**config.mk**
```make
export PLATFORM = sky130hd
export DESIGN_NAME = mem_port_arbiter
export DESIGN_NICKNAME = d
export VERILOG_FILES = /design/src/rtl/mem_port_arbiter.sv
export SDC_FILE = /design/constraint.sdc
export NUM_CORES = 1
export LEC_CHECK = 0
export ABC_AREA = 1
export CORE_ASPECT_RATIO = 0.75
export CORE_MARGIN = 5
export CORE_UTILIZATION = 42
export CTS_BUF_LIST = sky130_fd_sc_hd__clkbuf_16
export DETAILED_ROUTE_END_ITERATION = 6
export PLACE_DENSITY = 0.86
export SETUP_SLACK_MARGIN = 0.2
export SLEW_MARGIN = 20
export SYNTH_ARGS = -nofsm -noshare
export SYNTH_HDL_FRONTEND = slang
export SYNTH_SLANG_ARGS = --single-unit
```
**constraint.sdc**
```tcl
create_clock -name clk -period 2.2 [get_ports clk]
set_clock_uncertainty 0.15 [all_clocks]
set_input_delay 0.66 -clock clk [delete_from_list [all_inputs] [get_ports clk]]
set_output_delay 0.66 -clock clk [all_outputs]
set_load 0.1 [all_outputs]
```
**src/rtl/mem_port_arbiter.sv**
```systemverilog
// Arbitrates the core's single-port memory between instruction fetch and the
// execute-stage load/store port; one transaction in flight, D-side priority with fetch anti-starvation.
module mem_port_arbiter #(
  parameter int ADDR_W       = 32,
  parameter int DATA_W       = 32,
  parameter int STARVE_LIMIT = 4
) (
  input  logic                clk,
  input  logic                reset_n,
  input  logic                if_req_valid,
  input  logic [ADDR_W-1:0]   if_req_addr,
  output logic                if_req_ready,
  output logic                if_rsp_valid,
  output logic [DATA_W-1:0]   if_rsp_data,
  input  logic                d_req_valid,
  input  logic                d_req_we,
  input  logic [ADDR_W-1:0]   d_req_addr,
  input  logic [DATA_W-1:0]   d_req_wdata,
  input  logic [DATA_W/8-1:0] d_req_be,
  output logic                d_req_ready,
  output logic                d_rsp_valid,
  output logic [DATA_W-1:0]   d_rsp_data,
  output logic                mem_req_valid,
  output logic                mem_req_we,
  output logic [ADDR_W-1:0]   mem_req_addr,
  output logic [DATA_W-1:0]   mem_req_wdata,
  output logic [DATA_W/8-1:0] mem_req_be,
  input  logic                mem_req_ready,
  input  logic                mem_rsp_valid,
  input  logic [DATA_W-1:0]   mem_rsp_data
);
  localparam int CW = (STARVE_LIMIT > 0) ? $clog2(STARVE_LIMIT + 1) : 1;
  localparam logic [CW-1:0] LIMIT = CW'(STARVE_LIMIT);

  typedef enum logic [1:0] {IDLE, ISSUE, WAIT} state_t;

  state_t        state_q, state_d;
  logic          owner_d_q;   // 1 = data port owns the in-flight transaction
  logic [CW-1:0] starve_cnt;
  logic          d_win;

  // LIMIT==0 makes the compare always false, so fetch wins every tie.
  assign d_win = d_req_valid && (!if_req_valid || (starve_cnt < LIMIT));

  always_ff @(posedge clk or negedge reset_n) begin
    if (!reset_n) state_q <= IDLE;
    else          state_q <= state_d;
  end

  // reset_n qualifies the grants so both readies read 0 while reset is held.
  always_comb begin
    state_d       = state_q;
    if_req_ready  = 1'b0;
    d_req_ready   = 1'b0;
    mem_req_valid = 1'b0;
    case (state_q)
      IDLE: begin
        if (reset_n && d_win) begin
          d_req_ready = 1'b1;
          state_d     = ISSUE;
        end else if (reset_n && if_req_valid) begin
          if_req_ready = 1'b1;
          state_d      = ISSUE;
        end
      end
      ISSUE: begin
        mem_req_valid = 1'b1;
        if (mem_req_ready) state_d = mem_req_we ? IDLE : WAIT;
      end
      WAIT: if (mem_rsp_valid) state_d = IDLE;
      default: state_d = IDLE;
    endcase
  end

  always_ff @(posedge clk or negedge reset_n) begin
    if (!reset_n) begin
      owner_d_q     <= 1'b0;
      mem_req_we    <= 1'b0;
      mem_req_addr  <= '0;
      mem_req_wdata <= '0;
      mem_req_be    <= '0;
      starve_cnt    <= '0;
      if_rsp_valid  <= 1'b0;
      if_rsp_data   <= '0;
      d_rsp_valid   <= 1'b0;
      d_rsp_data    <= '0;
    end else begin
      if_rsp_valid <= 1'b0;
      d_rsp_valid  <= 1'b0;

      if (d_req_ready) begin
        owner_d_q     <= 1'b1;
        mem_req_we    <= d_req_we;
        mem_req_addr  <= d_req_addr;
        mem_req_wdata <= d_req_wdata;
        mem_req_be    <= d_req_be;
        if (if_req_valid && starve_cnt < LIMIT) starve_cnt <= starve_cnt + 1'b1;
      end else if (if_req_ready) begin
        owner_d_q     <= 1'b0;
        mem_req_we    <= 1'b0;
        mem_req_addr  <= if_req_addr;
        mem_req_wdata <= '0;
        mem_req_be    <= '0;
        starve_cnt    <= '0;
      end

      // Stores are acked from the request handshake; loads from the memory response.
      if (state_q == ISSUE && mem_req_ready && mem_req_we) begin
        d_rsp_valid <= 1'b1;
        d_rsp_data  <= '0;
      end
      if (state_q == WAIT && mem_rsp_valid) begin
        if (owner_d_q) begin
          d_rsp_valid <= 1'b1;
          d_rsp_data  <= mem_rsp_data;
        end else begin
          if_rsp_valid <= 1'b1;
          if_rsp_data  <= mem_rsp_data;
        end
      end
    end
  end
endmodule
```
==> results by group, run 1 <==
Floorplanning
  • Initial core utilization: a little over two fifths
  • Chip width: 149 um
  • I/O Pins: 277
  • Area of the core: 14,400 um2
  • Site Rows: 38
  • Die Ht: ~110 um
  • Die area: ~17,000 um2

Clock tree
  • CTS Hold Bufs: 0
  • Clk Latency, worst-skew pair: 0.40 ns
  • CTS tree: yes
  • Clock Root Buffer: clkbuf_16
  • Htree depth: 4
  • Total CTS buffers: 17
  • Clock-pin slew on the worst setup and hold paths: 0.06 ns
  • Max clock buf depth: 2
  • Clock sinks: 141

Placed design
  • Placer Congestion: ~0.79
  • Dpl hpwl: 15,400 um
  • Placement Cell Area: 10,700 um2
  • PortBufs: 276

Global route
  • Vias in the first global route: 6,311
  • All-Layer GR Usage: about a quarter
  • Initial antenna violation count: 0
  • Largest net degree at the start of global routing: 122
  • Gr ovfl total: 0
  • First-pass GRT wire length: about 33,000 um

Routing
  • Avg WL per Cell: 16.2 um
  • Antenna viol nets, final: 0
  • Iteration-0 DRC Markers: 342
  • DR vias: around 6,100
  • Drt total wl: 20,500 um
  • DR DRC count: 0
  • Vias/cell: ~4.8
  • First-pass DRT Iterations: 5

Timing
  • Rel. slew slack: 51.1%
  • Fin crit period: 2.22 ns
  • RSZ-0062 raised after global routing: yes
  • Slew Limit Fails: 0
  • Endpoints failing setup: 1
  • Slew @ Worst Pin: 0.733 ns
  • Fmax: about 0.45 GHz
  • Fin worst setup slack: -0.0151 ns
  • Final Hold Viols: 0
  • Final period util: 101%

Critical path
  • Crit path capture type: output port
  • Crit path max fanout: 3
  • Highest cell delay on the worst timing path: 0.41 ns
  • Critical path class: reg2out
  • Worst EP required: 1.39 ns
  • Top delay family on crit path: flip-flops
  • Cells along the critical path: nor2_4 -> buf_6 -> nand3_4 -> clkinvlp_4 -> buf_12
  • CP arrival: roughly 1.4 ns
  • Slowest cell on crit path: dfrtp_1
  • Worst setup SP type: register
  • Buffers & Inverters on Critical Path: 3

Cells and area
  • Most frequent cells in the layout: 379 x nand2_1, 146 x buf_12, 139 x dfrtp_1
  • Diodes inserted: 0
  • Fillers: ~880
  • Reg area: 3530 um2
  • Fraction of layout instances using a drive strength above 1: 21.2%
  • Multi-input gate area: 2140 um2
  • Final Cell Area: approximately 11,000 um2
  • Area growth, synth to finish: 85.7%
  • Layout Nets: 1,191
  • Commonest non-fill, non-tap cell in the layout: nand2_1

Synthesis
  • Syn_nets: 902
  • Netlist Area Pre-Place: 6100 um2
  • FF+latch count, synth: 141
  • Synthesized instance count: 762
  • Synth cell types: 18
  • Syn avg cell area: 8.01 um2
  • Syn. warnings: 0
  • Seq/Total Area, Yosys: 57.8%

Run status
  • Failing checks: setup timing
  • Status: complete, but fails checks

Run
  • Max-Cap Viols: 0

Min path
  • Hold crit path type: in2async
-- cell type report --
class	instances	share of cell area, %
well taps	200	2.21
repair buffers	311	39.9
flip-flops and latches	141	31.1
multi-input cells	499	18.9
clock inverters	15	1.32
inverters	81	2.85
clock buffers	17	3.75
-- path summary, 6_finish.rpt --
check / from / end / slack [ns] / depth (start not counted)
setup reg to reg: state_q[0]$_DFFE_PN0P_ / mem_req_wdata[22]$_DFFE_PN0P_ / 0.37 / 9
setup / recovery: state_q[0]$_DFFE_PN0P_ / if_req_ready / -0.02 / 5
max in group asynchronous: reset_n / state_q[1]$_DFFE_PN0P_ / 0.78 / 3
min in group clk: starve_cnt[1]$_DFFE_PN0P_ / starve_cnt[1]$_DFFE_PN0P_ / 0.38 / 2
hold / removal: reset_n / starve_cnt[0]$_DFFE_PN0P_ / 0.02 / 2
hold reg to reg: starve_cnt[1]$_DFFE_PN0P_ / starve_cnt[1]$_DFFE_PN0P_ / 0.38 / 2
-- synth_stat cells --
library cell | number | area [um2]
nand2_1 | 382 | 1430
buf_1 | 1 | 3.75
buf_4 | 2 | 15.0
xor2_1 | 1 | 8.76
nor2_4 | 2 | 22.5
buf_2 | 22 | 110
a21oi_1 | 1 | 5.00
nand3b_1 | 1 | 7.51
inv_1 | 74 | 278
clkinv_1 | 1 | 3.75
nor2_1 | 3 | 11.3
o21ai_0 | 3 | 15.0
dfrtp_1 | 141 | 3530
nand4_1 | 33 | 206
clkbuf_1 | 16 | 60.1
nand3_1 | 72 | 360
ha_1 | 1 | 12.5
inv_2 | 6 | 22.5
-- registers in the layout, indices dropped and copies added, names as in the netlist --
register / cells
mem_req_be: 4
owner_d_q: 1
mem_req_addr: 32
if_rsp_valid: 1
d_rsp_valid: 1
starve_cnt: 3
mem_req_we: 1
state_q: 2
if_rsp_data: 32
mem_req_wdata: 32
d_rsp_data: 32
-- cell families after synthesis --
logic type / after synthesis / share of synthesized area, %
AO/OA/AOI/OAI: 4 / 0.328
buffers and inverters: 122 / 8.08
flip-flops: 141 / 57.8
AND/OR/NAND/NOR: 493 / 33.4
XOR/XNOR: 1 / 0.143
adder cells (fa/ha/maj): 1 / 0.205
-- repair_timing --
item                                    4_1_cts  5_1_grt
cloned                                        0        0
endpoints found under the hold margin         0        0
gates resized for setup                      13        2
pin swaps                                     5        1
endpoints found under the setup margin       51       34
setup buffers                                 6        3
-- worst reg2reg max path: stages, from the launching register on --
cell and delay [ns]:
dfrtp_1 0.41, nor2_4 0.16, buf_4 0.14, buf_6 0.21, inv_2 0.07, nor2_4 0.17
inv_2 0.10, buf_12 0.17, nand2_1 0.10, nand2_1 0.05
-- metrics by stage --
step	setup WS [ns]	hold slack, ns	setup TNS (ns)	std cells	utilization, %
detailed placement	-0.507	0.356	-18.73	1223	74.3
floorplan	0.107	0.214	0	762	-
CTS	-0.0395	0.00437	-0.0413	1261	78.8
global route	-0.0817	0.0118	-0.122	1264	79.0
finish	-0.0151	0.0247	-0.0151	1264	79.0
global placement	-0.491	0.344	-17.03	1223	74.3
-- routing by layer --
layer,global-route usage [%],routed length (um)
met1,28.1,7820
met2,41.2,10200
met5,0,0
met4,9.45,677
met3,8.75,1790
Power of run 1 is not shown: default switching activity piles up to over one toggle a cycle in this logic, so the estimate is an artifact.
==> run 2: changes to the inputs <==
--- a/config.mk
+++ b/config.mk
@@ -10,10 +10,11 @@
 export CORE_MARGIN = 5
 export CORE_UTILIZATION = 42
 export CTS_BUF_LIST = sky130_fd_sc_hd__clkbuf_16
+export CTS_CLUSTER_DIAMETER = 40
 export DETAILED_ROUTE_END_ITERATION = 6
 export PLACE_DENSITY = 0.86
 export SETUP_SLACK_MARGIN = 0.2
-export SLEW_MARGIN = 20
+export SLEW_MARGIN = 40
 export SYNTH_ARGS = -nofsm -noshare
 export SYNTH_HDL_FRONTEND = slang
 export SYNTH_SLANG_ARGS = --single-unit
==> results of run 2 <==
No change in the layout: final DEF, timing and power equal those of run 1.
Power of run 2 is left out for the same reason.
